<file path="src/rtl/branch_resolve_ctrl.sv">
// branch_resolve_ctrl
//   Sequences the ID-stage branch comparator. A branch in ID is held (Stall)
//   until its operands are final. The comparator operand is then registered
//   on CmpIn. In the following EVAL cycle the external zero flag (CmpZero)
//   resolves the branch and drives the PC redirect and the IF/ID flush.
//   The block also keeps saturating taken/stall statistics.
// Ports
//   Clk, Reset        clock; synchronous active-low reset
//   BranchValid       branch instruction present in ID
//   BranchType[2:0]   000 BEQ 001 BNE 010 BLEZ 011 BGTZ 100 BLTZ 101 BGEZ
//   BranchTarget      computed target from ID
//   OpA/OpB (+_Ready) post-forwarding operands and their final-value flags
//   KillIn            squash the in-flight branch
//   CmpZero           comparator flag, 1 when CmpIn == 0
//   CmpIn, TargetPC   registered comparator operand / branch target
//   Stall, Flush, PCSrc  combinational pipeline controls
//   BranchTaken, IllegalType  one-cycle resolution pulses
//   TakenCount, StallCount    saturating statistics
module branch_resolve_ctrl #(
  parameter int DATA_W = 32,
  parameter int PC_W   = 32,
  parameter int CNT_W  = 16
) (
  input  logic              Clk,
  input  logic              Reset,
  input  logic              BranchValid,
  input  logic [2:0]        BranchType,
  input  logic [PC_W-1:0]   BranchTarget,
  input  logic [DATA_W-1:0] OpA,
  input  logic [DATA_W-1:0] OpB,
  input  logic              OpA_Ready,
  input  logic              OpB_Ready,
  input  logic              KillIn,
  input  logic              CmpZero,
  output logic [DATA_W-1:0] CmpIn,
  output logic              Stall,
  output logic              Flush,
  output logic              PCSrc,
  output logic [PC_W-1:0]   TargetPC,
  output logic              BranchTaken,
  output logic              IllegalType,
  output logic [CNT_W-1:0]  TakenCount,
  output logic [CNT_W-1:0]  StallCount
);

  typedef enum logic [1:0] {IDLE, WAIT, EVAL} state_t;

  state_t     state, nxt;
  logic [2:0] btype;     // latched branch type
  logic       sign;      // latched OpA sign bit
  logic [2:0] cur_type;  // type governing the current capture attempt
  logic       ready;
  logic       capture;
  logic       accept;
  logic       taken;

  // In IDLE the live type decides readiness; in WAIT the latched one does.
  always_comb begin
    cur_type = (state == IDLE) ? BranchType : btype;
    ready    = (cur_type[2:1] == 2'b00) ? (OpA_Ready & OpB_Ready) : OpA_Ready;
  end

  always_comb begin
    nxt         = state;
    Stall       = 1'b0;
    accept      = 1'b0;
    capture     = 1'b0;
    taken       = 1'b0;
    PCSrc       = 1'b0;
    Flush       = 1'b0;
    BranchTaken = 1'b0;
    IllegalType = 1'b0;
    case (state)
      IDLE: begin
        if (BranchValid && !KillIn) begin
          Stall   = 1'b1;
          accept  = 1'b1;
          capture = ready;
          nxt     = ready ? EVAL : WAIT;
        end
      end
      WAIT: begin
        // Kill wins over a capture landing in the same cycle.
        if (KillIn) begin
          nxt = IDLE;
        end else begin
          Stall   = 1'b1;
          capture = ready;
          if (ready) nxt = EVAL;
        end
      end
      EVAL: begin
        nxt = IDLE;
        case (btype)
          3'd0:    taken = CmpZero;
          3'd1:    taken = !CmpZero;
          3'd2:    taken = sign | CmpZero;
          3'd3:    taken = !sign & !CmpZero;
          3'd4:    taken = sign;
          3'd5:    taken = !sign;
          default: taken = 1'b0;
        endcase
        if (!KillIn) begin
          PCSrc       = taken;
          Flush       = taken;
          BranchTaken = taken;
          IllegalType = (btype[2:1] == 2'b11);
        end
      end
      default: nxt = IDLE;
    endcase
  end

  always_ff @(posedge Clk) begin
    if (!Reset) begin
      state      <= IDLE;
      btype      <= 3'd0;
      sign       <= 1'b0;
      CmpIn      <= '0;
      TargetPC   <= '0;
      TakenCount <= '0;
      StallCount <= '0;
    end else begin
      state <= nxt;
      if (accept) begin
        btype    <= BranchType;
        TargetPC <= BranchTarget;
      end
      if (capture) begin
        // BEQ/BNE compare via XOR so that CmpZero means "equal".
        CmpIn <= (cur_type[2:1] == 2'b00) ? (OpA ^ OpB) : OpA;
        sign  <= OpA[DATA_W-1];
      end
      if (BranchTaken && (TakenCount != '1)) TakenCount <= TakenCount + 1'b1;
      if (Stall && (StallCount != '1))       StallCount <= StallCount + 1'b1;
    end
  end

endmodule

</file>
<file path="config.mk">
export PLATFORM = sky130hd
export DESIGN_NAME = branch_resolve_ctrl
export DESIGN_NICKNAME = d
export VERILOG_FILES = /design/src/rtl/branch_resolve_ctrl.sv
export SDC_FILE = /design/constraint.sdc
export NUM_CORES = 1
export LEC_CHECK = 0
export BUFFER_PORTS_ARGS = -buffer_cell sky130_fd_sc_hd__buf_2
export CAP_MARGIN = 30
export CORE_ASPECT_RATIO = 1.4
export CORE_UTILIZATION = 30
export CTS_CLUSTER_DIAMETER = 60
export DETAILED_ROUTE_END_ITERATION = 10
export PLACE_DENSITY = 0.67
export SYNTH_ARGS = -nofsm -noshare
export SYNTH_HDL_FRONTEND = slang
export SYNTH_SLANG_ARGS = --single-unit
</file>
<file path="constraint.sdc">
create_clock -name Clk -period 2.2 [get_ports Clk]
set_clock_uncertainty 0.2 [all_clocks]
set_input_delay 0.11 -clock Clk [delete_from_list [all_inputs] [get_ports Clk]]
set_output_delay 0.11 -clock Clk [all_outputs]
set_load 0.02 [all_outputs]
</file>
Yosys cells after proc, flatten, opt, wreduce, memory -nomap -nowiden
Cells that the tools add are included.

Bits in registers: 102. Word-level logic and storage cells: 55.

Bitwise operators: 4. Muxes and demuxes: 20. Reduce and logical (&&, ||, !) cells: 10. Add/sub/neg operators: 2. Eq/ne operators: 12.

Operators with widths (number): $add 16x1->16 const B (2); $mux 32 (1); $ne 16x16->1 const B (2); $xor 32x32->32 (1); $mux 1 (10); $mux 2 (4); $eq 3x2->1 const B (2); $eq 3x3->1 const B (2); $pmux 1 s6 (1); $eq 2x2->1 const B (2); $logic_not 2->1 (2); $pmux 1 s2 (2); $pmux 2 s2 (1); $eq 3x1->1 const B (1); $logic_and 1x1->1 (3); $logic_not 1->1 (3); $logic_not 3->1 (1); $mux 3 (1); $ne 3x3->1 const B (1); $and 1x1->1 (2); $eq 2x1->1 const B (1); $ne 2x1->1 const B (1); $reduce_and 2->1 (1); $or 1x1->1 (1).

Longest topological paths before layout
Gate-level depths: netlist (run 1).

Word-level depth: 7. Mapped depth: 8. Gate-level depth less buffers: 6.

Worst setup path before layout (run 1)
OpenSTA, ideal clock, no wires.

Path kind: register to register. Start: reg state[0]. End: reg CmpIn[10]. Clock period less this slack: 1979 ps. Cell stages (with the launch flop): 8. Data arrival time: 1693 ps. Path buffers: 2. Setup slack: 221 ps. Cells stage by stage: dfxtp_1 > nor2_1 > nor3_2 > o211a_1 > buf_4 > buf_4 > nor2_1 > a211oi_1.

Longest elaborated chain between the ends: 6. Elaborated cells on any way between the ends: 9. Those cells by class: eq/ne: 1; mux: 6; reduce/logical: 2.

RTL lines: from (decl) (line 48) `state_t state, nxt;`; from (signal assigned) (line 124) `state <= nxt;`; $logic_not 2->1 (line 59, 73); $mux 3 (line 59) `cur_type = (state == IDLE) ? BranchType : btype;`; $logic_not 2->1 (line 60, 131); $mux 1 (line 60) `ready = (cur_type[2:1] == 2'b00) ? (OpA_Ready & OpB_Ready) : OpA_Ready;`; $mux 1 (on tied branches) (line 84, 75); $pmux 1 s2 (line 73) `case (state)`; to (signal assigned) (line 131) `CmpIn <= (cur_type[2:1] == 2'b00) ? (OpA ^ OpB) : OpA;`; to (decl) (line 35) `output logic [DATA_W-1:0] CmpIn,`.

Several ways; a longest one is shown, not always the timed one. A chain may end at the register's enable or synchronous reset.

Worst setup path in the final report (run 1)
Start: reg btype[2]. End: reg TakenCount[14].

Longest elaborated chain between the ends: 5. Elaborated cells on any way between the ends: 10. Those cells by class: eq/ne: 5; mux: 3; reduce/logical: 2.

RTL lines: from (decl) (line 49) `logic [2:0] btype;`; from (signal assigned) (line 126) `btype <= BranchType;`; $eq 3x3->1 (tied with other cells) (line 94) `case (btype)`; $pmux 1 s6 (*) (line 94); $mux 1 (*) (line 103) `if (!KillIn) begin`; $mux 1 (*) (line 73); $logic_and 1x1->1 (*) (line 134) `if (BranchTaken && (TakenCount != '1)) TakenCount <= TakenCount + 1'b1;`; to (signal assigned) (line 134); to (decl) (line 42) `output logic [CNT_W-1:0] TakenCount,`.

Mark *: on every way between the ends. The rest lies on a longest branch, timed or not.

==> results of run 1 <==
==> what timing repair did <==
item / CTS / global route
hold buffers: 90 / 0
hold endpoints to repair: 77 / 0
gates resized for setup: 0 / 1
endpoints found under the setup margin: 0 / 2
==> tightest hold or removal path: stages <==
cell,delay [ns]
buf_2,0.08
o211ai_1,0.08
xor2_1,0.14
a211oi_1,0.08
==> routing by layer <==
metal	routed length (um)	vias up	track usage, %
met5	0	-	0
met4	560	0	8.562
met3	733	45	3.702
met2	7442	181	31.47
met1	6066	2243	19.97
li1	-	2522	-
==> area by class of cell <==
| type | instances | area [sq um] |
|---|---|---|
| Tap cell | 192 | 240.2 |
| Timing Repair Buffer | 315 | 2125 |
| Multi-Input combinational cell | 403 | 2455 |
| Sequential cell | 102 | 2043 |
| Clock inverter | 6 | 71.32 |
| Inverter | 3 | 11.26 |
| Clock buffer | 10 | 229.0 |
| Fill cell | 1431 | 7945 |
==> cells in the final DEF (no fill, tap or decap), types with 10 or more instances in the layout <==
master         count
dlygate4sd3_1     90
nand3_1           10
xor2_1            41
buf_2            206
nand2_1           84
buf_4             15
dfxtp_1          101
a211oi_1          35
o211ai_1          37
nor2_1            55
a21oi_1           45
==> power groups by stage <==
stage | sequential, mW | combinational (mW) | clock (mW)
after global placement | 1.99 | 0.566 | 0
after global routing | 1.96 | 0.763 | 1.75
after detailed placement | 2.00 | 0.573 | 0
final | 1.96 | 0.709 | 1.61
after CTS | 1.95 | 0.698 | 1.68
after floorplan | 2.07 | 0.260 | 0
==> worst max path at each step <==
stage                                from                           to  cells past startpoint
floorplan           state[0]$_SDFFE_PN0P_       CmpIn[10]$_SDFFE_PN0P_                      7
global placement    btype[2]$_SDFFE_PN0P_  TakenCount[14]$_SDFFE_PN0P_                      6
detailed placement  btype[2]$_SDFFE_PN0P_  TakenCount[14]$_SDFFE_PN0P_                      6
CTS                 btype[2]$_SDFFE_PN0P_  TakenCount[14]$_SDFFE_PN0P_                      6
global route        btype[2]$_SDFFE_PN0P_  TakenCount[10]$_SDFFE_PN0P_                      6
finish              btype[2]$_SDFFE_PN0P_  TakenCount[14]$_SDFFE_PN0P_                      6
==> sequential cells by signal, indices dropped and copies added (netlist names) <==
signal      cells
TakenCount     16
CmpIn          32
TargetPC       32
btype           3
StallCount     16
sign            1
state           2
==> logic make-up (layout without fill, tap and decap cells) <==
group | count (synthesis) | count (layout) | synth area share (%)
AOI/OAI and AO/OA | 143 | 143 | 20.21
xor gates and xnor gates | 47 | 47 | 8.771
adders and majority gates | 2 | 2 | 0.5331
buffers and inverters | 47 | 334 | 4.559
DFF | 102 | 102 | 43.51
muxes | 7 | 7 | 1.600
and+or+nand+nor | 204 | 204 | 20.82
==> per-stage QoR <==
stage	util [%]	cells	cell area (sq um)	worst slack, ns	power [mW]
after floorplan	-	552	4693	0.2214	2.332
after global placement	39.50	925	5972	0.1463	2.560
after detailed placement	39.50	925	5972	0.1040	2.570
after CTS	47.44	1031	7173	0.07512	4.332
after global routing	47.45	1031	7174	0.08099	4.474
final	47.45	1031	7174	0.1691	4.270
==> out/qor.yml, run 1 <==
outcome:
  status: "completed"
critical_path:
  crit_family: "simple AND/OR/NAND/NOR gates"
  crit_chain: "mux2_4 -> o21ai_2 -> nand3_2 -> buf_12 -> or4_1 -> a21oi_1"
  worst_setup_path_end_kind: "flop"
  slowest_delay_ns: 0.50
  crit_type: "reg2reg"
  critical_path.slowest_cell: "or4_1"
  r2r_end: "TakenCount[14]$_SDFFE_PN0P_"
  rr_startpoint: "btype[2]$_SDFFE_PN0P_"
  reg2reg_slack_ns: 0.17
  critPathLaunchType: "flop"
  critPathBufInv: 1
  cp.required_ns: 2.26
  reg2reg_depth: 6
  crit_fanout: 29
  arrival_ns: 2.09
clocking:
  post_cts_buffers: 0
  cts_inserted_buffers: 9
  insertion_delay_ns: 0.33
  cts_sinks: 102
  clk_pin_slew_ns: 0.07
  cts_buffer_depth: 2
  clk_root_buffer_cell: "clkbuf_16"
  cts_tree: "done"
  htree_num_levels: 3
yosys:
  yosysTopAreaCellShare_pct: 43.51
  synth-edff-count: 0
  ys_seq_area_share_pct: 43.51
  synth_fp_nets: 660
  synth_ff_type: "dfxtp_1"
  syn_area_per_cell_sq_um: 8.502
  synthDistinctLibCells: 49
  syn_inst: 552
  synth_common_cells: "102 x dfxtp_1, 84 x nand2_1, 56 x nor2_1"
  yosys_warnings: 0
  synth_top_area_cell: "dfxtp_1"
  syn_area_sq_um: 4693
  yosysMostFrequentCell: "dfxtp_1"
  async_reset_ff_share_pct: 0
  synth_top_cells_by_area: "dfxtp_1 44%, xor2_1 7.7%, nand2_1 6.7%, o211ai_1 5.9%, a211oi_1 5.6%"
  ys_seq_elements: 102
die:
  die_area_sq_um: 16160
  die_h_um: 150.0
  die_w_um: 107.7
  std_cell_rows: 53
  core_sq_um: 15120
  ios: 207
  initial_utilization_pct: 31.04
detailed_routing:
  drt.antenna.violating_nets: 0
  vias_per_cell: 4.841
  finalWirelength_mm: 14.80
  wl_per_cell_um: 14.36
  dr.first_iter.drc_count: 249
  drc_errors: 0
  vias: 4991
  drtPass1Iterations: 4
global_routing:
  track_usage_pct: 17.75
  grt_pass1_vias: 4771
  grt_overflow: 0
  antenna_found_initial: 0
  grt_pass1_wl_mm: 22.92
  grt_max_degree: 66
min_path:
  hp-start: "OpB[28]"
  hp-class: "in2reg"
  hold_depth: 4
  holdPathEnd: "CmpIn[28]$_SDFFE_PN0P_"
layout:
  nNetsFinal: 942
  drive_gt1_share_pct: 30.15
  syn_to_final_growth_pct: 52.87
  antenna_cells: 0
pwr:
  ir_drop_v: 0.0004610
  p_switching_mw: 1.127
  swShare_pct: 26.39
  seqPwrFrac_pct: 45.8
  intPower_mw: 3.143
  p_comb_share_pct: 16.6
  power_density_nw_per_um2: 595.2
  power.leakage_nw: 3.060
  p_clk_share_pct: 37.6
timing:
  fmax_ghz: 0.4924
  setup_tns_ns: 0
  slew_violations: 0
  worst_pin_slew_ns: 0.4629
  hold_viol: 0
  slew_headroom_pct: 69.09
  fin_crit_ns: 2.031
  grt_setup_unrepaired: "false"
  post-route-period-util_pct: 92.31
  setup_viol: 0
  holdWs_ns: 0.01459
flow_run:
  drv_cap: 0
placed_design:
  gp_congestion: 0.8063
  dp_hpwl_mm: 9.378
  portBuffers: 206
(Power assumes the default switching activity.)
==> inputs of run 2 (changes only) <==
--- a/config.mk
+++ b/config.mk
@@ -11,7 +11,7 @@
 export CORE_UTILIZATION = 30
 export CTS_CLUSTER_DIAMETER = 60
 export DETAILED_ROUTE_END_ITERATION = 10
-export PLACE_DENSITY = 0.67
+export PLACE_DENSITY = 0.69
 export SYNTH_ARGS = -nofsm -noshare
 export SYNTH_HDL_FRONTEND = slang
 export SYNTH_SLANG_ARGS = --single-unit
==> constraint.sdc (replaced) <==
create_clock -name Clk -period 1.7 [get_ports Clk]
set_clock_uncertainty 0.2 [all_clocks]
set_input_delay 0.085 -clock Clk [delete_from_list [all_inputs] [get_ports Clk]]
set_output_delay 0.085 -clock Clk [all_outputs]
set_load 0.02 [all_outputs]
==> out/qor.yml, run 2 (same netlist as run 1, synthesis figures left out) <==
timing:
  grt_setup_unrepaired: "true"  # was false
  fin_crit_ns: 2.019  # was 2.031 ns
  slew_violations: 0  # unchanged
  post-route-period-util_pct: 118.7  # was 92.31%
  setup_tns_ns: -11.02  # was 0 ns
  hold_viol: 0  # unchanged
  fmax_ghz: 0.4954  # was 0.4924 GHz
  finalWorstSetupSlack_ns: -0.3185  # was 0.1691 ns
  slew_headroom_pct: 77.92  # was 69.09%
  setup_viol: 56  # was 0
  worst_pin_slew_ns: 0.3312  # was 0.4629 ns
global_routing:
  antenna_found_initial: 0  # unchanged
  grt_pass1_vias: 5600  # was 4771
  grt_max_degree: 45  # was 66
  track_usage_pct: 20.95  # was 17.75%
  grt_overflow: 0  # unchanged
  grt_pass1_wl_mm: 26.80  # was 22.92 mm
critical_path:
  critPathLaunch: "btype[2]$_SDFFE_PN0P_"  # unchanged
  worst_setup_path_end_kind: "flop"  # unchanged
  reg2reg_slack_ns: -0.32  # was 0.17 ns
  rr_startpoint: "btype[2]$_SDFFE_PN0P_"  # unchanged
  crit_type: "reg2reg"  # unchanged
  crit_fanout: 13  # was 29
  slowest_delay_ns: 0.42  # was 0.50 ns
  crit_family: "simple AND/OR/NAND/NOR gates"  # unchanged
  cp.required_ns: 1.77  # was 2.26 ns
  r2r_end: "TakenCount[10]$_SDFFE_PN0P_"  # was TakenCount[14]$_SDFFE_PN0P_
  critPathLaunchType: "flop"  # unchanged
  reg2reg_depth: 6  # unchanged
  arrival_ns: 2.09  # about the same
  critical_path.slowest_cell: "or4_1"  # unchanged
  crit_chain: "mux2_4 -> o21ai_4 -> nand3_4 -> bufbuf_16 -> or4_1 -> a21oi_2"  # was mux2_4 -> o21ai_2 -> nand3_2 -> buf_12 -> or4_1 -> a21oi_1
  cp_num_cells: 6  # unchanged
  critPathBufInv: 1  # unchanged
  critPathCapture: "TakenCount[10]$_SDFFE_PN0P_"  # was TakenCount[14]$_SDFFE_PN0P_
layout:
  syn_to_final_growth_pct: 90.38  # was 52.87%
  largest_registers: "CmpIn: 32 flops, TargetPC: 32 flops"  # unchanged
  drive_gt1_share_pct: 48.00  # was 30.15%
  final_common_cell: "buf_2"  # unchanged
  final_cell_mix: "202 x buf_2, 91 x dlygate4sd3_1, 80 x nand2_1"  # was 206 x buf_2, 101 x dfxtp_1, 90 x dlygate4sd3_1
  post-route-util_pct: 59.09  # was 47.45%
  nNetsFinal: 1030  # was 942
detailed_routing:
  wl_per_cell_um: 15.92  # was 14.36 um
  vias: 5583  # was 4991
  drt.antenna.violating_nets: 0  # unchanged
  drtPass1Iterations: 4  # unchanged
  finalWirelength_mm: 17.83  # was 14.80 mm
  vias_per_cell: 4.985  # was 4.841
  drc_errors: 0  # unchanged
  dr.first_iter.drc_count: 201  # was 249
die:
  core_sq_um: 15120  # unchanged
  ios: 207  # unchanged
  die_w_um: 107.7  # unchanged
  die_area_sq_um: 16160  # unchanged
  die_h_um: 150.0  # unchanged
  initial_utilization_pct: 31.04  # unchanged
  std_cell_rows: 53  # unchanged
placed_design:
  dp_hpwl_mm: 10.11  # was 9.378 mm
  place_ws_ns: -0.1865  # was 0.1040 ns
  gp_congestion: 0.8094  # was 0.8063
  portBuffers: 206  # unchanged
clocking:
  cts_sinks: 102  # unchanged
  insertion_delay_ns: 0.34  # was 0.33 ns
  htree_num_levels: 3  # unchanged
  clk_root_buffer_cell: "clkbuf_16"  # unchanged
  cts_buffer_depth: 2  # unchanged
  clk_pin_slew_ns: 0.07  # about the same
  cts_tree: "done"  # unchanged
  cts_inserted_buffers: 9  # unchanged
pwr:
  power.leakage_nw: 3.781  # was 3.060 nW
  power_density_nw_per_um2: 646.1  # was 595.2 nW/um^2
  ir_drop_v: 0.0005452  # was 0.0004610 V
  finalPower_mw: 5.773  # was 4.270 mW
min_path:
  hp-class: "in2reg"  # unchanged
outcome:
  violations: "negative setup slack"
  status: "complete, but fails checks"  # was completed
flow_run:
  drv_cap: 0  # unchanged
## run 2: cell count changes in the layout (fill, tap and decap cells not counted), moves of 16 or more
cell / before / now
a211oi_2: 0 / 24
nor2_4: 0 / 16
buf_4: 15 / 59
nor2_1: 55 / 27
a211oi_1: 35 / 11
dfxtp_1: 101 / 75
buf_6: 0 / 19
## run 2: timing repair
item,CTS,global route
gates cloned,11,6
resized for setup,78,52
pin swaps,14,31
setup endpoints to repair,53,95
hold endpoints to repair,76,0
buffers inserted,13,4
hold buffers,91,0
## run 2: worst min-delay path: stages
cell and delay, ns:
buf_2 0.09, o211ai_1 0.09, xor2_1 0.17, a211oi_2 0.08
## run 2: routing by layer
layer / share of wire [%] / wire, um / GRT usage, %
met5: 0 / 0 / 0
met4: 3.3 / 594 / 9.178
met3: 4.8 / 855 / 3.833
met2: 54 / 9614 / 39.07
met1: 38 / 6768 / 22.67
## run 2: layout make-up
type / count / area, sq um
tap: 192 / 240.2
inverter: 3 / 16.27
sequential: 102 / 2108
fill: 1292 / 6185
clock buffer: 12 / 257.7
multi-input combinational: 403 / 2959
clock inverter: 4 / 28.78
antenna: 1 / 2.502
timing repair buffer: 403 / 3322
## run 2: where the power goes
part | internal, mW | switching, mW | total (mW)
logic | 0.635 | 0.599 | 1.23
registers | 2.46 | 0.0657 | 2.53
clock network | 1.09 | 0.922 | 2.01
## run 2: worst min path at each step
stage	to	from	slack [ns]	depth (start not counted)
floorplan	btype[2]$_SDFFE_PN0P_	BranchType[2]	0.01	2
global placement	TargetPC[10]$_SDFFE_PN0P_	BranchTarget[10]	0.12	3
detailed placement	TargetPC[8]$_SDFFE_PN0P_	BranchTarget[8]	0.13	3
CTS	CmpIn[29]$_SDFFE_PN0P_	OpB[29]	0.00007	4
global route	CmpIn[13]$_SDFFE_PN0P_	OpB[13]	0.05	4
finish	CmpIn[29]$_SDFFE_PN0P_	OpB[29]	0.02	4
## run 2: per-stage QoR
stage | cell area [sq um] | hold WS, ns | instances
floorplan | 4922 | 0.01344 | 552
global placement | 6608 | 0.1249 | 978
detailed placement | 6608 | 0.1296 | 978
CTS | 8553 | 0.00006767 | 1109
global route | 8932 | 0.04663 | 1119
finish | 8935 | 0.01867 | 1120
